`src/rtl/cs_dat.sv`:
```
// cs_dat: round-robin ADC poller with four-phase fs/fd handshakes and per-packet Ethernet hand-off.
// Define CS_DAT_TIMEOUT_EN to build the per-phase watchdog, the ERR state and err_timeout.
module cs_dat #(
  parameter int NUM_DEV = 4,
  parameter int TIMEOUT = 1023
) (
  input  logic               clk,
  input  logic               rst,
  input  logic               en,
  input  logic [NUM_DEV-1:0] dev_mask,
  input  logic [7:0]         adc_cnt,
  input  logic               fifoa_full,
  input  logic               fifod_full,
  output logic               fs_adc,
  input  logic               fd_adc,
  output logic [3:0]         dev_sel,
  output logic               fs_eth,
  input  logic               fd_eth,
  output logic               busy,
  output logic [7:0]         round_cnt,
  output logic [15:0]        pkt_cnt,
  output logic               err_timeout
);

  typedef enum logic [2:0] {
    S_IDLE, S_SCAN, S_REQ, S_ACK, S_NEXT, S_TX, S_TXACK, S_ERR
  } state_t;

  state_t       state, state_nxt;
  logic [3:0]   ptr_q, ptr_nxt, sel_nxt;
  logic [7:0]   rnd_nxt, tgt;
  logic [15:0]  pkt_nxt;
  logic         fs_eth_nxt;
  logic         ph_exp;

  // Rotate the mask so the search always starts at bit 0 == current pointer.
  logic [NUM_DEV-1:0] rot;
  logic [3:0]         first;
  logic               found;
  logic [4:0]         sum;
  logic [3:0]         hit_idx;

  assign rot = NUM_DEV'({dev_mask, dev_mask} >> ptr_q);

  always_comb begin
    first = '0;
    found = 1'b0;
    for (int k = NUM_DEV-1; k >= 0; k--)
      if (rot[k]) begin
        first = 4'(k);
        found = 1'b1;
      end
  end

  assign sum     = {1'b0, ptr_q} + {1'b0, first};
  assign hit_idx = (sum >= 5'(NUM_DEV)) ? 4'(sum - 5'(NUM_DEV)) : sum[3:0];

  // Devices still pending in this round: present and above the one just read.
  logic [NUM_DEV-1:0] above_bits;
  logic               more_left;
  for (genvar i = 0; i < NUM_DEV; i++) begin : g_above
    assign above_bits[i] = dev_mask[i] & (4'(i) > dev_sel);
  end
  assign more_left = |above_bits;

  assign tgt = (adc_cnt == 8'd0) ? 8'd1 : adc_cnt;

`ifdef CS_DAT_TIMEOUT_EN
  localparam int CW = $clog2(TIMEOUT + 1);
  logic [CW-1:0] ph_cnt;
  logic          ph_run;

  // TX only counts once the Ethernet FIFO has room, so backpressure never trips it.
  assign ph_run = (state == S_REQ) || (state == S_ACK) || (state == S_TXACK) ||
                  ((state == S_TX) && (fs_eth || !fifod_full));
  assign ph_exp = ph_run && (ph_cnt == CW'(TIMEOUT - 1));

  always_ff @(posedge clk or negedge rst) begin
    if (!rst)                    ph_cnt <= '0;
    else if (state_nxt != state) ph_cnt <= '0;
    else if (ph_run)             ph_cnt <= ph_cnt + CW'(1);
  end

  always_ff @(posedge clk or negedge rst) begin
    if (!rst) err_timeout <= 1'b0;
    else      err_timeout <= (state_nxt == S_ERR);
  end
`else
  assign ph_exp      = 1'b0;
  assign err_timeout = 1'b0;
`endif

  always_comb begin
    state_nxt  = state;
    ptr_nxt    = ptr_q;
    sel_nxt    = dev_sel;
    rnd_nxt    = round_cnt;
    pkt_nxt    = pkt_cnt;
    fs_eth_nxt = 1'b0;
    case (state)
      S_IDLE:  if (en) state_nxt = S_SCAN;
      S_SCAN: begin
        if (!found) state_nxt = S_IDLE;
        else if (!fifoa_full && !fd_adc) begin
          sel_nxt   = hit_idx;
          state_nxt = S_REQ;
        end
      end
      S_REQ: begin
        if (fd_adc)      state_nxt = S_ACK;
        else if (ph_exp) state_nxt = S_ERR;
      end
      S_ACK: begin
        if (!fd_adc)     state_nxt = S_NEXT;
        else if (ph_exp) state_nxt = S_ERR;
      end
      S_NEXT: begin
        if (more_left) ptr_nxt = dev_sel + 4'd1;
        else begin
          ptr_nxt = '0;
          rnd_nxt = round_cnt + 8'd1;
        end
        // A finished packet is sent even when en has dropped.
        if (!more_left && (rnd_nxt >= tgt)) state_nxt = S_TX;
        else if (en)                        state_nxt = S_SCAN;
        else                                state_nxt = S_IDLE;
      end
      S_TX: begin
        if (fs_eth && fd_eth) state_nxt = S_TXACK;
        else if (ph_exp)      state_nxt = S_ERR;
        else                  fs_eth_nxt = fs_eth || (!fifod_full && !fd_eth);
      end
      S_TXACK: begin
        if (!fd_eth) begin
          pkt_nxt   = pkt_cnt + 16'd1;
          rnd_nxt   = '0;
          ptr_nxt   = '0;
          state_nxt = en ? S_SCAN : S_IDLE;
        end else if (ph_exp) state_nxt = S_ERR;
      end
`ifdef CS_DAT_TIMEOUT_EN
      S_ERR: if (!en && !fd_adc && !fd_eth) state_nxt = S_IDLE;
`endif
      default: state_nxt = S_IDLE;
    endcase
    if (state_nxt == S_IDLE) begin
      ptr_nxt = '0;
      sel_nxt = '0;
      rnd_nxt = '0;
    end
  end

  always_ff @(posedge clk or negedge rst) begin
    if (!rst) begin
      state     <= S_IDLE;
      ptr_q     <= '0;
      dev_sel   <= '0;
      round_cnt <= '0;
      pkt_cnt   <= '0;
      fs_adc    <= 1'b0;
      fs_eth    <= 1'b0;
      busy      <= 1'b0;
    end else begin
      state     <= state_nxt;
      ptr_q     <= ptr_nxt;
      dev_sel   <= sel_nxt;
      round_cnt <= rnd_nxt;
      pkt_cnt   <= pkt_nxt;
      fs_adc    <= (state_nxt == S_REQ);
      fs_eth    <= fs_eth_nxt;
      busy      <= (state_nxt != S_IDLE);
    end
  end

endmodule
```
`config.mk`:
```
export PLATFORM = sky130hd
export DESIGN_NAME = cs_dat
export DESIGN_NICKNAME = d
export VERILOG_FILES = /design/src/rtl/cs_dat.sv
export SDC_FILE = /design/constraint.sdc
export NUM_CORES = 1
export LEC_CHECK = 0
export ABC_AREA = 1
export CAP_MARGIN = 20
export CELL_PAD_IN_SITES_DETAIL_PLACEMENT = 0
export CELL_PAD_IN_SITES_GLOBAL_PLACEMENT = 1
export CORE_AREA = 3 3 92 94
export DETAILED_ROUTE_END_ITERATION = 7
export DIE_AREA = 0 0 95 97
export PLACE_DENSITY = 0.87
export REMOVE_ABC_BUFFERS = 1
export SLEW_MARGIN = 30
export SYNTH_ARGS = -nofsm -noshare
export SYNTH_HDL_FRONTEND = slang
export SYNTH_SLANG_ARGS = --single-unit
```
`constraint.sdc`:
```
create_clock -name clk -period 2.6 [get_ports clk]
set_clock_uncertainty 0.1 [all_clocks]
set_input_delay 0.26 -clock clk [delete_from_list [all_inputs] [get_ports clk]]
set_output_delay 0.26 -clock clk [all_outputs]
set_load 0.01 [all_outputs]
```
---- Word-level counts from Yosys, hierarchy flattened ----
Index checks and enable logic that the tools add are counted.
operators by class
  $add $sub $neg .......................... 5
  $lt $le $gt $ge ......................... 6
  equal/unequal tests ..................... 8
  shift operators ......................... 1
  muxes and demuxes ....................... 35
  bitwise operators ....................... 5
  reductions and logical operators ........ 22
operator list
  kind                     count
  $mux W4                  10
  $mux W8                  5
  $mux W3                  8
  $pmux W3 S7              1
  $add A16 B1 Y16 const B  1
  $pmux W8 S2              1
  $eq A3 B2 Y1 const B     3
  $eq A3 B3 Y1 const B     3
  $add A8 B1 Y8 const B    1
  $ge A8 B8 Y1             1
  $gt A1 B4 Y1 const A     2
  $gt A2 B4 Y1 const A     2
  $logic_not A8 Y1         1
  $pmux W4 S2              1
  $shr A8 B4 Y4            1
  $mux W1                  7
  $logic_not A3 Y1         2
  $reduce_bool A2 Y1       3
  $reduce_bool A3 Y1       2
  $add A4 B4 Y5            1
  $ge A5 B3 Y1 const B     1
  $logic_not A1 Y1         5
  $add A4 B1 Y4 const B    1
  $and A1 B1 Y1            4
  other kinds (10)         15
storage, ports and cells
  bits in registers ....................... 38
  word-level logic and storage cells ...... 90

---- Depth between registers and ports, before layout ----
  depth in word-level cells ............... 12
  mapped depth ............................ 21

---- Worst setup path before layout ----
Ideal clock, no wire load.
  kind .................................... flip-flop to flip-flop
  from .................................... register dev_sel[0]
  to ...................................... register dev_sel[0]
  library setup time ...................... 116 ps
  arrival time ............................ 2678 ps
  path slack .............................. -294 ps
  cell stages (with the launch flop) ...... 21
  period minus slack after synthesis ...... 2894 ps
  cell sequence ........................... dfrtp_1 > inv_1 > ha_1 > o21bai_1 > nand2_1 > nand2_1 > clkinv_1 > nand2_1 > o21bai_1 > nand2_1 > inv_1 > ha_1 > a21oi_1 > o21ai_0 > nand2_1 > nand3_1 > nand2_1 > nand4_2 > nor2_4 > buf_6 > nor2_1
between the ends
  cells in the longest elaborated chain, start to end .. 12
ends and longest elaborated chain
  element                                       line  RTL
  start, declared                               16    output logic [3:0] dev_sel,
  start signal, assigned                        166   dev_sel <= sel_nxt;
  $gt A1 B4 Y1 or $gt A2 B4 Y1 (tied branches)  62    assign above_bits[i] = dev_mask[i] & (4'(i) > dev_sel);
  $and A1 B1 Y1                                 62
  $reduce_or A4 Y1 (*)                          64    assign more_left = |above_bits;
  $mux W8                                       118   if (more_left) ptr_nxt = dev_sel + 4'd1;
  $mux W8                                       100   case (state)
  $ge A8 B8 Y1                                  124   if (!more_left && (rnd_nxt >= tgt)) state_nxt = S_TX;
  $logic_and A1 B1 Y1 (*)                       124
  $mux W3 (*)                                   124
  $pmux W3 S7 (*)                               100
  $logic_not A3 Y1 (*)                          146   if (state_nxt == S_IDLE) begin
  $reduce_bool A2 Y1 (no line)                  -
  $reduce_and A3 Y1 (no line)                   -
Mark *: on every way between the ends. The rest lies on a longest branch, timed or not. The select of a mux whose other input is x is not followed.
A chain may end at the register's enable or synchronous reset.

---- Final worst setup path ----
  from .................................... register dev_sel[1]
  to ...................................... register dev_sel[3]
The elaborated chain is that of the path after synthesis.

==> summary.txt <==
Logic synthesis
  – Area fraction of the dominant cell type after synthesis: 0.365
  – Yosys cell types: 36
  – Largest area contributor in the netlist: dfrtp_1
  – Syn Area/Cell: 7.53 um2
  – Register area share after synthesis: 0.365
  – Synth Instances: 346
  – Yosys warns: 0
  – Register bit total from synthesis: 38
  – Main area contributors after synthesis: dfrtp_1 (36%), nand2_1 (11%), inv_1 (8.8%), ha_1 (7.2%), nor2_1 (5.6%)
  – Synth Cell Area: 2610 um2

GRT
  – Global Route Usage Sum: 0.150
  – Largest net degree at the start of global routing: 39
  – Global-route wire length before repair: 11.3 mm
  – Vias in the first global route: 2564
  – Grt ovf: 0
  – Number of antenna violations at the first check in global routing: 0

Detailed routing
  – Post-DR wirelength/cell: roughly 12 um
  – DRT antenna net count: 0
  – Drt drc: 0
  – Starting DRT DRC Count: around 100
  – Vias/cell: 4.59
  – Routed vias: 2507
  – WL final: 6.67 mm
  – Length of the first detailed-routing pass in iterations: 7

STA
  – Max frequency: 0.355 GHz
  – Post-route minimum period: 2810 ps
  – Unrepaired setup endpoints after global routing: yes
  – Final WS setup: -215 ps
  – Min Hold Slack: 409 ps
  – Max-slew headroom: 0.452
  – Actual slew at the worst max-slew pin: 822 ps
  – Setup TNS Final: -3490 ps
  – Fin. Hold Viols: 0
  – Setup violators final: 18
  – Final slew viol count: 0
  – Tcrit/Tclk final: 1.08

Worst setup path
  – Critical path type: reg -> reg
  – WP data required: between 2000 and 3000 ps
  – Crit path cell chain: ha_4 > nor3_4 > nand2_2 > nand2_4 > buf_6 > nor2_4 > xor2_2 > inv_1 > ha_1 > nand2_2 > inv_2 > nand4_1 > nand3_2 > nand2_4 > nand4_4 > nor2_4 > buf_12 > nor2_1
  – WP data arrival: 2890 ps
  – Worst setup EP type: register
  – Worst Path Max Fanout: 13
  – Top cell family by delay on the critical path: simple AND/OR/NAND/NOR gates
  – CP Launch Type: register
  – Critical path's slowest cell: dfrtp_1
  – Slowest stage delay, CP: 460 ps
  – Buf/Inv on CP: 4

CTS
  – CTS H-tree lvls: 2
  – Maximum clock path buffer count: 2
  – Clk slew on worst S/H paths: 70 ps
  – Num CTS Buffers: 5
  – # clock sinks: 38
  – Clock latency on the worst-skew pair: between 200 and 300 ps
  – CTS tree: built
  – Root Driver: clkbuf_8

Place
  – Routability cong.: 0.774
  – Port Buffers: 49
  – Placed cell count: around 530
  – HPWL Detailed: 4.96 mm

Power and ir drop
  – Sw Share: 0.381
  – Flop pwr share: 0.332
  – Clock share of power: 0.182
  – Leak: 1.86 nW
  – P per Cell Area: 588 nW/um2
  – Comb pwr share: 0.486
  – Tot Pwr: 2.23 mW
  – Peak VDD IR: approximately 250 uV
  – Psw: ~0.85 mW
  – Pint: 1.38 mW

Run status
  – Status: finished, violations left
  – Failing checks: setup timing

Finish
  – Layout Nets: between 400 and 500
  – Layout cell share with drive strength beyond 1: 0.230
  – # fillers: 757
  – Ant diodes: 0
  – Finished Layout Cells: 546
  – Area delta synth->final: 45.4%

Floorplanning
  – Initial Util: 0.337
  – Die width: 95 um
  – Row count: 32
  – Ports: 51
  – Core area: 7730 um2
  – DIE AREA: 9220 um2
  – Die height: 97 um

Flow run
  – MaxCap Viol Count: 0

Hold path
  – HP Class: reg -> reg
## metrics by stage
| step | util | setup slack, ps | instance area (um2) |
|---|---|---|---|
| 4_1_cts | 0.481 | -166 | 3720 |
| 3_5_place_dp | 0.452 | -550 | 3490 |
| 3_3_place_gp | 0.452 | -481 | 3490 |
| 2_1_floorplan | - | -288 | 2590 |
| 6_report | 0.490 | -215 | 3790 |
| 5_1_grt | 0.490 | -382 | 3790 |
## final cells by class
class                           count  area, um2  share of cell area
Clock buffer                        7       86.3              0.0228
Clock inverter                      1       5.00             0.00132
Inverter                           65        249              0.0657
Multi-Input combinational cell    241       1540               0.406
Sequential cell                    38        953               0.252
Tap cell                          102        128              0.0337
Timing Repair Buffer               91        823               0.217
Timing Repair inverter              1       5.00             0.00132
## worst reg2reg max path, cell delays in order, from the launching register on
cell	delay, ps
dfrtp_1	460
ha_4	200
nor3_4	150
nand2_2	90
nand2_4	100
buf_6	120
nor2_4	40
xor2_2	200
inv_1	70
ha_1	300
nand2_2	80
inv_2	30
nand4_1	100
nand3_2	110
nand2_4	90
nand4_4	100
nor2_4	180
buf_12	150
nor2_1	50
## synthesized netlist by cell type
master    instances
a211oi_1          2
a21oi_1           8
a41o_1            1
and3_1            1
buf_4             1
buf_6             1
clkinv_1          1
conb_1            1
dfrtp_1          38
fa_1              1
ha_1             15
inv_1            61
inv_2             3
nand2_1          78
nand2_2           1
nand2_4           2
nand3_1          15
nand3_4           1
nand3b_1          1
nand4_1           6
nand4_2           2
nor2_1           39
nor2_2            6
nor2_4            2
nor3_1            6
nor3b_1           2
nor4_1            3
o211ai_1          1
o21a_1            2
o21ai_0          11
o21bai_1          2
o21bai_2          1
o22ai_1           7
or2_2             1
xnor2_1          11
xor2_1           12
## state kept, by name, indices dropped and copies added (netlist names)
name,cells
pkt_cnt,16
ptr_q,4
state,3
dev_sel,4
fs_adc,1
round_cnt,8
busy,1
fs_eth,1
## power groups by stage
stage	registers [mW]	clock network, mW	logic (mW)
final	0.739	0.407	1.08
after floorplan	0.750	0	0.512
after global routing	0.750	0.451	1.21
after detailed placement	0.743	0	0.964
after global placement	0.740	0	0.953
after CTS	0.735	0.425	1.06
## placed cells by master, fill, tap and decap left out, drive strengths merged, types with 3 or more instances in the layout
cell and n:
a21oi 8, buf 42, clkbuf 7, clkdlybuf4s50 48, clkinv 3, dfrtp 38
ha 15, inv 64, nand2 81, nand3 16, nand4 8, nor2 47
nor3 6, nor4 3, o21ai 11, o21bai 3, o22ai 7, xnor2 11
xor2 12
## layer usage
metal / vias to the layer above / track usage / wire, um
li1: 1284 / - / -
met1: 1158 / 0.194 / 3000
met3: 9 / 0.0381 / 360
met4: 0 / 0.0422 / 95
met2: 56 / 0.246 / 3220
met5: - / 0 / 0
## logic make-up after synthesis
family / count (synthesis) / share of synthesized area
flops: 38 / 0.365
xor+xnor: 23 / 0.0773
fa+ha+maj: 16 / 0.0797
buf+inv: 67 / 0.101
simple gates: 166 / 0.294
compound gates: 35 / 0.0816
other cells: 1 / 0.00144
## worst paths after layout
kind | startpoint | endpoint | slack (ps) | cells past startpoint
max | dev_sel[1] | dev_sel[3] | -210 | 18
min | pkt_cnt[12] | pkt_cnt[12] | 410 | 1
max reg2reg | dev_sel[1] | dev_sel[3] | -210 | 18
min reg2reg | pkt_cnt[12] | pkt_cnt[12] | 410 | 1
max in group asynchronous | rst | dev_sel[0] | 1330 | 2
min in group asynchronous | rst | pkt_cnt[2] | 500 | 2
## timing repair
item / in CTS / in global routing
hold buffers: 1 / 0
pin swaps: 0 / 7
hold endpoints to repair: 19 / 0
endpoints found under the setup margin: 20 / 20
gates resized for setup: 32 / 17
buffers inserted: 4 / 0
cloned: 1 / 0
Power figures use the tool's default switching activity.
